### config.mk
export PLATFORM = sky130hd
export DESIGN_NAME = systolic_feeder
export DESIGN_NICKNAME = d
export VERILOG_FILES = /design/src/rtl/systolic_pkg.sv /design/src/rtl/skew_delay.sv /design/src/rtl/systolic_feeder.sv
export SDC_FILE = /design/constraint.sdc
export NUM_CORES = 1
export LEC_CHECK = 0
export CORE_MARGIN = 8
export CORE_UTILIZATION = 47
export DETAILED_ROUTE_END_ITERATION = 7
export PLACE_DENSITY_LB_ADDON = 0.08
export SLEW_MARGIN = 20
export SYNTH_ARGS = -nofsm -noshare
export SYNTH_HDL_FRONTEND = slang
export SYNTH_SLANG_ARGS = --single-unit
### constraint.sdc
create_clock -name clk -period 5 [get_ports clk]
set_input_delay 0.5 -clock clk [delete_from_list [all_inputs] [get_ports clk]]
set_output_delay 0.5 -clock clk [all_outputs]
set_load 0.03 [all_outputs]
### src/rtl/systolic_pkg.sv
// Shared definitions for the systolic array feeder: FSM encoding and the
// drain length needed to push the last skewed pair through the array.
package systolic_pkg;

   typedef enum logic [1:0] {
      IDLE  = 2'd0,
      FEED  = 2'd1,
      FLUSH = 2'd2,
      DONE  = 2'd3
   } state_t;

   // The last pair needs rows+cols cycles to reach the far corner PE.
   function automatic int flush_len(input int rows, input int cols);
      return rows + cols;
   endfunction

endpackage

### src/rtl/skew_delay.sv
// Fixed-length shift register for one feeder lane; output is the last stage.
module skew_delay #(
   parameter int DW    = 8,
   parameter int DEPTH = 1
) (
   input  logic          clk,
   input  logic          rst,
   input  logic [DW-1:0] din,
   output logic [DW-1:0] dout
);

   logic [DW-1:0] stage_q [DEPTH];
   logic [DW-1:0] stage_d [DEPTH];

   always_comb begin
      stage_d[0] = din;
      for (int k = 1; k < DEPTH; k++) begin
         stage_d[k] = stage_q[k-1];
      end
   end

   // NOTE: every stage is reset because a stale word left in a lane after an
   // aborted job would be multiplied into the next job's accumulators.
   always_ff @(posedge clk or posedge rst) begin
      if (rst) begin
         for (int k = 0; k < DEPTH; k++) begin
            stage_q[k] <= '0;
         end
      end else begin
         // NOTE: non-blocking so each stage samples its neighbour's old value.
         for (int k = 0; k < DEPTH; k++) begin
            stage_q[k] <= stage_d[k];
         end
      end
   end

   assign dout = stage_q[DEPTH-1];

endmodule

### src/rtl/systolic_feeder.sv
// Feeds skewed A columns / B rows into a ROW_len x COL_len systolic array,
// clears its accumulators at job start and flags when results are final.
module systolic_feeder
   import systolic_pkg::*;
#(
   parameter int ROW_len = 3,
   parameter int COL_len = 3,
   parameter int DW      = 8,
   parameter int KW      = 8
) (
   input  logic                   clk,
   input  logic                   rst,
   input  logic                   start,
   input  logic [KW-1:0]          k_len,
   input  logic                   in_valid,
   output logic                   in_ready,
   input  logic [ROW_len*DW-1:0]  a_vec,
   input  logic [COL_len*DW-1:0]  b_vec,
   output logic [ROW_len*DW-1:0]  a_bus,
   output logic [COL_len*DW-1:0]  b_bus,
   output logic                   acc_clr,
   output logic                   busy,
   output logic                   done
);

   localparam int FLUSH_LEN = flush_len(ROW_len, COL_len);
   localparam int FW        = $clog2(FLUSH_LEN + 1);
   localparam logic [FW-1:0] FLUSH_LAST = FW'(FLUSH_LEN - 1);

   state_t          state_q, state_d;
   logic [KW-1:0]   k_len_q, k_len_d;
   logic [KW-1:0]   k_cnt_q, k_cnt_d;
   logic [FW-1:0]   flush_cnt_q, flush_cnt_d;
   logic            acc_clr_q, acc_clr_d;

   logic            accept;
   logic            xfer;
   logic            last_xfer;
   logic [ROW_len*DW-1:0] a_lane_in;
   logic [COL_len*DW-1:0] b_lane_in;

   always_ff @(posedge clk or posedge rst) begin
      if (rst) begin
         state_q     <= IDLE;
         k_len_q     <= '0;
         k_cnt_q     <= '0;
         flush_cnt_q <= '0;
         acc_clr_q   <= 1'b0;
      end else begin
         state_q     <= state_d;
         k_len_q     <= k_len_d;
         k_cnt_q     <= k_cnt_d;
         flush_cnt_q <= flush_cnt_d;
         acc_clr_q   <= acc_clr_d;
      end
   end

   assign accept    = (state_q == IDLE) && start;
   assign xfer      = in_valid && (state_q == FEED);
   assign last_xfer = xfer && ((k_cnt_q + KW'(1)) == k_len_q);

   always_comb begin
      // NOTE: default first so no path through the case leaves state_d unassigned (no latch).
      state_d = state_q;
      case (state_q)
         IDLE:    if (start) state_d = (k_len == '0) ? DONE : FEED;
         FEED:    if (last_xfer) state_d = FLUSH;
         FLUSH:   if (flush_cnt_q == FLUSH_LAST) state_d = DONE;
         DONE:    state_d = IDLE;
         default: state_d = IDLE;
      endcase
   end

   always_comb begin
      k_len_d     = k_len_q;
      k_cnt_d     = k_cnt_q;
      flush_cnt_d = '0;
      acc_clr_d   = accept;
      if (accept) begin
         k_len_d = k_len;
         k_cnt_d = '0;
      end else if (xfer) begin
         k_cnt_d = k_cnt_q + KW'(1);
      end
      if (state_q == FLUSH) begin
         flush_cnt_d = flush_cnt_q + FW'(1);
      end
   end

   always_comb begin
      in_ready = (state_q == FEED);
      busy     = (state_q != IDLE);
      done     = (state_q == DONE);
      acc_clr  = acc_clr_q;
   end

   // Non-transfer slots feed zeros on both edges so A/B stay paired.
   assign a_lane_in = xfer ? a_vec : '0;
   assign b_lane_in = xfer ? b_vec : '0;

   for (genvar g = 0; g < ROW_len + COL_len; g++) begin : g_lane
      if (g < ROW_len) begin : g_a
         skew_delay #(
            .DW    (DW),
            .DEPTH (g + 1)
         ) u_dly (
            .clk  (clk),
            .rst  (rst),
            .din  (a_lane_in[g*DW +: DW]),
            .dout (a_bus[g*DW +: DW])
         );
      end else begin : g_b
         localparam int J = g - ROW_len;
         skew_delay #(
            .DW    (DW),
            .DEPTH (J + 1)
         ) u_dly (
            .clk  (clk),
            .rst  (rst),
            .din  (b_lane_in[J*DW +: DW]),
            .dout (b_bus[J*DW +: DW])
         );
      end
   end

endmodule

Word-level counts from Yosys, hierarchy flattened
Cells that the tools add are included.
{ "totals": {"reg_bits": 118, "input_bits": 60, "elab_cells": 45, "output_inout_bits": 52} }
{ "classes": {"n_addsub": 2, "muxes": 10, "reduce_logical": 8, "n_eq_ne": 8} }
{ "op_table": {"columns": ["operator", "n"], "rows": [
  ["24-bit two-way mux", 2],
  ["8-bit two-way mux", 2],
  ["8-bit by 1-bit adder with 8-bit output, second input constant", 1],
  ["8-bit equality test", 1],
  ["8-bit logical NOT", 1],
  ["2-bit two-way mux", 4],
  ["2-bit case mux with 4 select lines", 1],
  ["2-bit equality test, second input constant", 2],
  ["2-bit inequality test, second input constant", 2],
  ["2-bit nonzero test", 2],
  ["3-bit by 1-bit adder with 3-bit output, second input constant", 1],
  ["3-bit equality test, second input constant", 1],
  ["1-bit logical AND", 3],
  ["3-bit two-way mux", 1],
  ["3-bit AND reduction", 1],
  ["2-bit by 1-bit equality test with 1-bit output, second input constant", 1],
  ["2-bit logical NOT", 1],
  ["2-bit by 1-bit inequality test with 1-bit output, second input constant", 1]
]} }

Depth between registers and ports, before layout
Gate-level depths: netlist (run 1).
{ "depth": {"ltp_word": 5, "ltp_mapped": 8, "depth_no_buf": 8} }

Hierarchy
Synthesis (run 1) repeated with hierarchy kept, for this count alone.
{ "hier_totals": {"cells_unflattened": 302, "hier_area_um2": 4056.4} }
{ "by_module_without_submodules": {"columns": ["mod", "seq_area_each_um2", "cells_each", "n_inst", "area_per_inst_um2"], "rows": [
  ["systolic_feeder", 550.5, 200, 1, 1631.6],
  ["skew_delay (g_lane[2].g_a.u_dly ...)", 600.6, 25, 2, 604.3],
  ["skew_delay (g_lane[1].g_a.u_dly ...)", 400.4, 17, 2, 404.1],
  ["skew_delay (g_lane[0].g_a.u_dly ...)", 200.2, 9, 2, 203.9]
]} }

Least setup slack after synthesis (run 1)
OpenSTA, ideal clock, no wires.
{ "synth_timing": {"kind": "reg2reg", "start": "reg state_q[1]", "end": "reg state_q[0]", "setup_slack_ns": 2.937, "setup_time_ns": 0.129, "required_ns": 4.871, "synth_period_minus_slack_ns": 2.063, "path_stages_with_launch": 9, "path_buffers": 1, "t_arrival_ns": 1.934, "cell_sequence": "dfrtp_1 > inv_1 > ha_1 > and2_1 > buf_2 > nand4_1 > a2111oi_4 > a32oi_2 > mux2i_1"} }
{ "synth_via": {"elab_chain_len": 5, "elab_cells_between_ends": 11, "cone_classes": "eq/ne: 6; mux: 1; reduce/logical: 4"} }
{ "synth_lines": {"columns": ["element", "line_no", "rtl"], "rows": [
  ["start, declared", "systolic_feeder.sv:30", "state_t state_q, state_d;"],
  ["start signal, assigned", "systolic_feeder.sv:50", "state_q <= state_d;"],
  ["2-bit by 1-bit equality test with 1-bit output (*)", null, null],
  ["via in_ready", "systolic_feeder.sv:16", "output logic in_ready,"],
  ["1-bit logical AND", "systolic_feeder.sv:59", "assign xfer = in_valid && (state_q == FEED);"],
  ["1-bit logical AND", "systolic_feeder.sv:60", "assign last_xfer = xfer && ((k_cnt_q + KW'(1)) == k_len_q);"],
  ["2-bit by 1-bit inequality test with 1-bit output (no source line)", null, null],
  ["3-bit AND reduction (no source line)", null, null]
]} }
Mark *: on every way through the listed nets, which the timed path passes. The rest lies on a longest branch.
A chain may end at the register's enable or synchronous reset.

Worst setup path after layout (run 1)
{ "layout_timing": {"start": "reg state_q[1]", "end": "out in_ready"} }
{ "layout_via": {"elab_chain_len": 1} }
{ "layout_lines": {"columns": ["element", "line_no", "rtl"], "rows": [
  ["2-bit by 1-bit equality test with 1-bit output", "systolic_feeder.sv:91", "in_ready = (state_q == FEED);"],
  ["end, declared", "systolic_feeder.sv:16", null]
]} }
Every way passes these cells.

==> results of run 1 <==
==> Yosys cell counts, types with 2 or more instances <==
cell	n
xnor2_1	8
clkbuf_1	11
inv_1	7
nand3_1	3
nor3b_1	2
mux2i_1	2
or3_1	2
o21ai_0	5
ha_1	8
dfrtp_1	118
and3_1	48
xor2_1	7
nor2b_1	4
nand4_1	3
and2_1	4
nor2_1	8
nor4_1	2
nand2_1	32
a21oi_1	3
==> power groups by stage <==
stage | logic [W] | clock network [W] | registers (W)
2_1_floorplan | 0.000361 | 0 | 0.00135
3_3_place_gp | 0.000759 | 0 | 0.00122
3_5_place_dp | 0.000772 | 0 | 0.00123
4_1_cts | 0.000776 | 0.00118 | 0.00122
5_1_grt | 0.000827 | 0.00123 | 0.00123
6_report | 0.000762 | 0.00115 | 0.00121
==> critical path, cell delays in order, from the launching register on <==
cell and delay, ns:
dfrtp_1 0.39, inv_1 0.14, ha_1 0.58, buf_4 0.36
clkdlybuf4s50_1 0.72
==> metrics by stage <==
| stage | power, W | worst slack, ns | utilization | hold WS (ns) |
|---|---|---|---|---|
| finish | 0.00313 | 1.79 | 0.682 | 0.344 |
| global route | 0.00329 | 1.59 | 0.682 | 0.345 |
| CTS | 0.00317 | 1.75 | 0.682 | 0.344 |
| detailed placement | 0.00200 | 2.28 | 0.614 | 0.335 |
| global placement | 0.00198 | 2.34 | 0.614 | 0.332 |
| floorplan | 0.00171 | 1.37 | - | 0.331 |
==> path summary, 6_finish.rpt <==
| check | to | slack [ns] | cells past startpoint |
|---|---|---|---|
| max in group asynchronous | g_lane[2].g_a.u_dly.stage_d[4] | 3.40 | 3 |
| min in group asynchronous | g_lane[2].g_a.u_dly.dout[0] | 0.56 | 2 |
| hold reg to reg | g_lane[5].g_b.u_dly.dout[7] | 0.34 | 0 |
| setup / recovery | in_ready | 1.79 | 4 |
| setup reg to reg | state_q[0] | 2.61 | 7 |
| hold / removal | g_lane[5].g_b.u_dly.dout[7] | 0.34 | 0 |
==> registers in the layout, summed over array words and instances (netlist names) <==
signal                    flops
g_lane.g_a.u_dly.dout        24
g_lane.g_a.u_dly.stage_d     24
state_q                       2
k_len_q                       8
acc_clr                       1
k_cnt_q                       8
g_lane.g_b.u_dly.stage_d     24
g_lane.g_b.u_dly.dout        24
flush_cnt_q                   3
==> kinds of logic (layout without fill, tap and decap cells) <==
| family | Yosys count | in the layout | share of synthesized area |
|---|---|---|---|
| buffers and inverters | 23 | 153 | 0.0244 |
| xor gates and xnor gates | 16 | 16 | 0.0364 |
| AOI/OAI and AO/OA | 17 | 17 | 0.0374 |
| muxes | 2 | 2 | 0.00494 |
| DFF | 118 | 118 | 0.729 |
| and+or+nand+nor | 109 | 109 | 0.143 |
| adders and majority gates | 8 | 8 | 0.0247 |
==> area by class of cell <==
type | instances | area share
clock buffer | 18 | 0.0734
clock inverter | 13 | 0.0253
inverter | 8 | 0.00558
multi-input combinational | 152 | 0.171
sequential | 118 | 0.507
tap | 108 | 0.0232
timing repair buffer | 114 | 0.194
==> metal layers <==
layer  track usage  up-vias  routed length [um]
met4        0.0577        0                 124
li1              -     1207                   -
met2         0.228       83                3880
met1         0.191     1241                3710
met3        0.0680       12                 604
met5             0        -                   0
==> qor.csv, run 1 <==
metric,value,unit
drc,0,
crit_required,4.50,ns
clock.fmax,311,MHz
num_rows,34,
synth_ff_type,dfrtp_1,
fillers,602,
switching_power,0.000946,W
yosysTopAreaCellShare,0.729,
core-area,8550,sq um
clk_latency,0.51,ns
grt_use_total,0.152,
clockRootBuffer,clkbuf_8,
powerDensity,537,nW/um^2
cp.arrival,2.71,ns
startpoint,state_q[1],
worstHoldPathType,flip-flop to flip-flop,
synth-edff-count,0,
start_kind,flip-flop,
layout_commonest_cell,dfrtp_1,
cts_max_path_buffers,2,
clkPwrFrac,0.369,
grt_pass1_wl,13500,um
grt_start_max_net_pins,81,
slew_violations,0,
place_congestion,0.794,
post_dp_cell_area,5250,sq um
overflow,0,
die_area,11800,sq um
finalCritPeriodShare,0.642,
yosysUniqueCellTypes,35,
dp.cells,500,
antenna_found_initial,0,
period_needed,3.21,ns
finalSetupViolCount,0,
syn_area_per_cell,13.8,sq um
nets,479,
multi_input_area,1000,sq um
hold_start,g_lane[5].g_b.u_dly.stage_d[7],
vias_per_cell,4.79,
maxCapViolCount,0,
post-cts-setup-buffer-count,0,
synth.area.top_cells,"dfrtp_1 73%, and3_1 7.4%, nand2_1 3.0%",
p_int,0.00218,W
grt_setup_unrepaired,no,
portBuffers,111,
wl_per_cell,15.7,um
die_w,109,um
power_frac_comb,0.243,
p_leak,2.88,nW
netlist_instances,293,
routed_wl,8320,um
cts_made_buffers,17,
switching_share,0.302,
status,"finished, final reports clean",
tightestPinTransition,0.908,ns
ant_nets,0,
hpwlAfterDp,5860,um
crit_type,flip-flop to primary output,
cts-hold-fix-buffers,0,
r2r-start,state_q[1],
syn_nets,361,
cts_max_level,4,
cts_tree,done,
drtPass1Iterations,4,
ys_ff_latch,118,
num_io_pins,112,
yosys_warnings,0,
cts.sinks,118,
synth_area,4050,sq um
drt_iter0_drc,71,
crit_path_end_kind,primary output,
yosysTopAreaCell,dfrtp_1,
slew_headroom,0.395,
irDropWorstVdd,0.375,mV
final_cells,531,
finalSetupTns,0,ns
post_cts_resized,0,
die_h,109,um
via_count,2543,
design_area,5830,sq um
regArea,2950,sq um
start_util,0.474,
hold_viol,0,
clk_pin_slew_worst_paths,0.06,ns
syn2layout_area_growth,43.9,%
diodes,0,
layout-drive-gt1-share,0.0969,
final_cell_mix,"118 x dfrtp_1, 111 x clkdlybuf4s50_1, 48 x and3_1",
async_flop_share,1.00,
skew,0.00897,ns
grt_pass1_vias,2698,
seqPwrFrac,0.388,
ys_seq_area_frac,0.729,
path_max_fanout,29,
No activity file was read; power rests on OpenSTA's default activity.
==> run 2: changes to the inputs <==
==> constraint.sdc (replaced) <==
create_clock -name clk -period 3.1 [get_ports clk]
set_input_delay 0.31 -clock clk [delete_from_list [all_inputs] [get_ports clk]]
set_output_delay 0.31 -clock clk [all_outputs]
set_load 0.03 [all_outputs]
==> run 2 against run 1 <==
Effect of this change:
- critical path depth decreased by 1
- routed wire length increased by 7.2%
- highest routed layer unchanged
- non-clock buffer count increased by 2
- first-iteration DRC count increased by 15%
- clock skew decreased by 0.0029 ns
- sequential share of layout area decreased by 0.28 points
- critical path type unchanged
==> qor.csv, run 2 (same netlist as run 1, synthesis figures left out) <==
metric,value,unit,change
status,"finished, final reports clean",,
crit_path_end_kind,primary output,,
irDropWorstVdd,0.513,mV,+37%
num_rows,34,,unchanged
diodes,0,,unchanged
grt_use_total,0.162,,+0.00956
fillers,622,,+3.3%
cts_made_buffers,17,,unchanged
reg2reg_slack,0.89,ns,-1.72 ns
place_congestion,0.781,,-1.7%
layout_commonest_cell,dfrtp_1,,
r2r_cells,8,,+1
cts_max_level,4,,unchanged
path_max_fanout,4,,-86%
portBuffers,111,,unchanged
num_io_pins,112,,unchanged
core-area,8550,sq um,unchanged
skew,0.00606,ns,-0.00292 ns
antenna_found_initial,0,,unchanged
die_w,109,um,unchanged
clk_latency,0.50,ns,about the same
grt_pass1_vias,2876,,+6.6%
clk_pin_slew_worst_paths,0.06,ns,about the same
hold_viol,0,,unchanged
vias_per_cell,4.86,,+1.5%
dp.cells,502,,+0.40%
cp_slowest_stage_delay,0.71,ns,about the same
start_util,0.474,,unchanged
via_count,2596,,+2.1%
tightestPinTransition,0.610,ns,-0.298 ns
layout-drive-gt1-share,0.103,,+0.00636
finalCritPeriodShare,0.727,,
finalSetupViolCount,0,,unchanged
r2r_end,state_q[1],,
worstPathCellList,inv_1 -> ha_1 -> clkdlybuf4s50_1,,
post-cts-setup-buffer-count,0,,unchanged
period_needed,2.25,ns,
die_h,109,um,unchanged
final_cell_mix,"118 x dfrtp_1, 111 x clkdlybuf4s50_1, 48 x and3_1",,
cts_tree,done,,
hpwlAfterDp,5710,um,-2.6%
grt_start_max_net_pins,119,,+47%
drc,0,,unchanged
r2r-start,state_q[1],,
p_leak,2.90,nW,+0.73%
grt_pass1_wl,14600,um,+7.9%
die_area,11800,sq um,unchanged
crit_type,flip-flop to primary output,,
nets,481,,+0.42%
cts.sinks,118,,unchanged
finalSetupTns,0,ns,unchanged
overflow,0,,unchanged
slowest_stage,clkdlybuf4s50_1,,
syn2layout_area_growth,44.7,%,
ant_nets,0,,unchanged
wl_per_cell,16.7,um,+6.6%
drtPass1Iterations,4,,unchanged
grt_setup_unrepaired,no,,
start_kind,flip-flop,,
final_cells,534,,+0.56%
clockRootBuffer,clkbuf_8,,
drt_iter0_drc,82,,+15%
cp.arrival,1.94,ns,-0.77 ns
worstHoldPathType,input pin to asynchronous set/reset pin,,
post_cts_resized,0,,unchanged
routed_wl,8910,um,+7.2%
slew_violations,0,,unchanged
slew_headroom,0.593,,+0.199
clock.fmax,444,MHz,
crit_required,2.79,ns,-1.71 ns
powerDensity,867,nW/um^2,+62%
cts_max_path_buffers,2,,unchanged
maxCapViolCount,0,,unchanged
cts-hold-fix-buffers,0,,unchanged
## run 2: cell types whose count changed in the layout (fill, tap and decap cells not counted)
| cell | change |
|---|---|
| clkinv_4 | +3 |
| clkinv_2 | +2 |
| inv_6 | -2 |
| buf_12 | +1 |
| buf_4 | +1 |
| clkinvlp_4 | -1 |
| inv_4 | -1 |
## run 2: worst max path at each step
stage | from | end | slack [ns]
6_report | state_q[1] | in_ready | 0.85
5_1_grt | state_q[1] | state_q[1] | 0.70
4_1_cts | state_q[0] | busy | 0.82
3_5_place_dp | in_valid | state_q[0] | 0.88
3_3_place_gp | in_valid | state_q[0] | 0.93
2_1_floorplan | state_q[1] | state_q[0] | 1.04
## run 2: worst max-delay path: cells and delay by family (launching register included)
| kind | cells | cell delay [ns] |
|---|---|---|
| adders and majority gates | 1 | 0.20 |
| buffers and inverters | 2 | 0.85 |
| DFF | 1 | 0.40 |
## run 2: stage by stage
| stage | power [W] | hold WS, ns | util | setup slack [ns] | area, sq um |
|---|---|---|---|---|---|
| 5_1_grt | 0.00534 | 0.350 | 0.686 | 0.705 | 5860 |
| 3_5_place_dp | 0.00325 | 0.335 | 0.618 | 0.885 | 5280 |
| 3_3_place_gp | 0.00321 | 0.331 | 0.618 | 0.928 | 5280 |
| 4_1_cts | 0.00515 | 0.345 | 0.686 | 0.815 | 5860 |
| 2_1_floorplan | 0.00275 | 0.331 | - | 1.04 | 4060 |
| 6_report | 0.00508 | 0.326 | 0.686 | 0.845 | 5860 |
## run 2: layout make-up
type	instances	area [sq um]	area share
flip-flops and latches	118	2950	0.504
repair buffers	116	1160	0.198
multi-input cells	152	1000	0.171
clock buffers	18	428	0.0730
clock inverters	14	151	0.0258
well taps	108	135	0.0231
inverters	8	33.8	0.00576
## run 2: where the power goes
| part | total (W) | switching (W) | internal [W] | leakage (nW) |
|---|---|---|---|---|
| registers | 0.00197 | 0.000140 | 0.00183 | 1.60 |
| logic | 0.00125 | 0.000713 | 0.000537 | 1.02 |
| clock network | 0.00187 | 0.000701 | 0.00117 | 0.281 |
| total | 0.00508 | 0.00155 | 0.00353 | 2.90 |
## run 2: metal layers
metal | GRT usage | vias up | part of all wire
met5 | 0 | - | 0
met4 | 0.0704 | 0 | 0.014
met2 | 0.268 | 80 | 0.51
met3 | 0.0461 | 11 | 0.059
li1 | - | 1213 | -
met1 | 0.193 | 1292 | 0.42
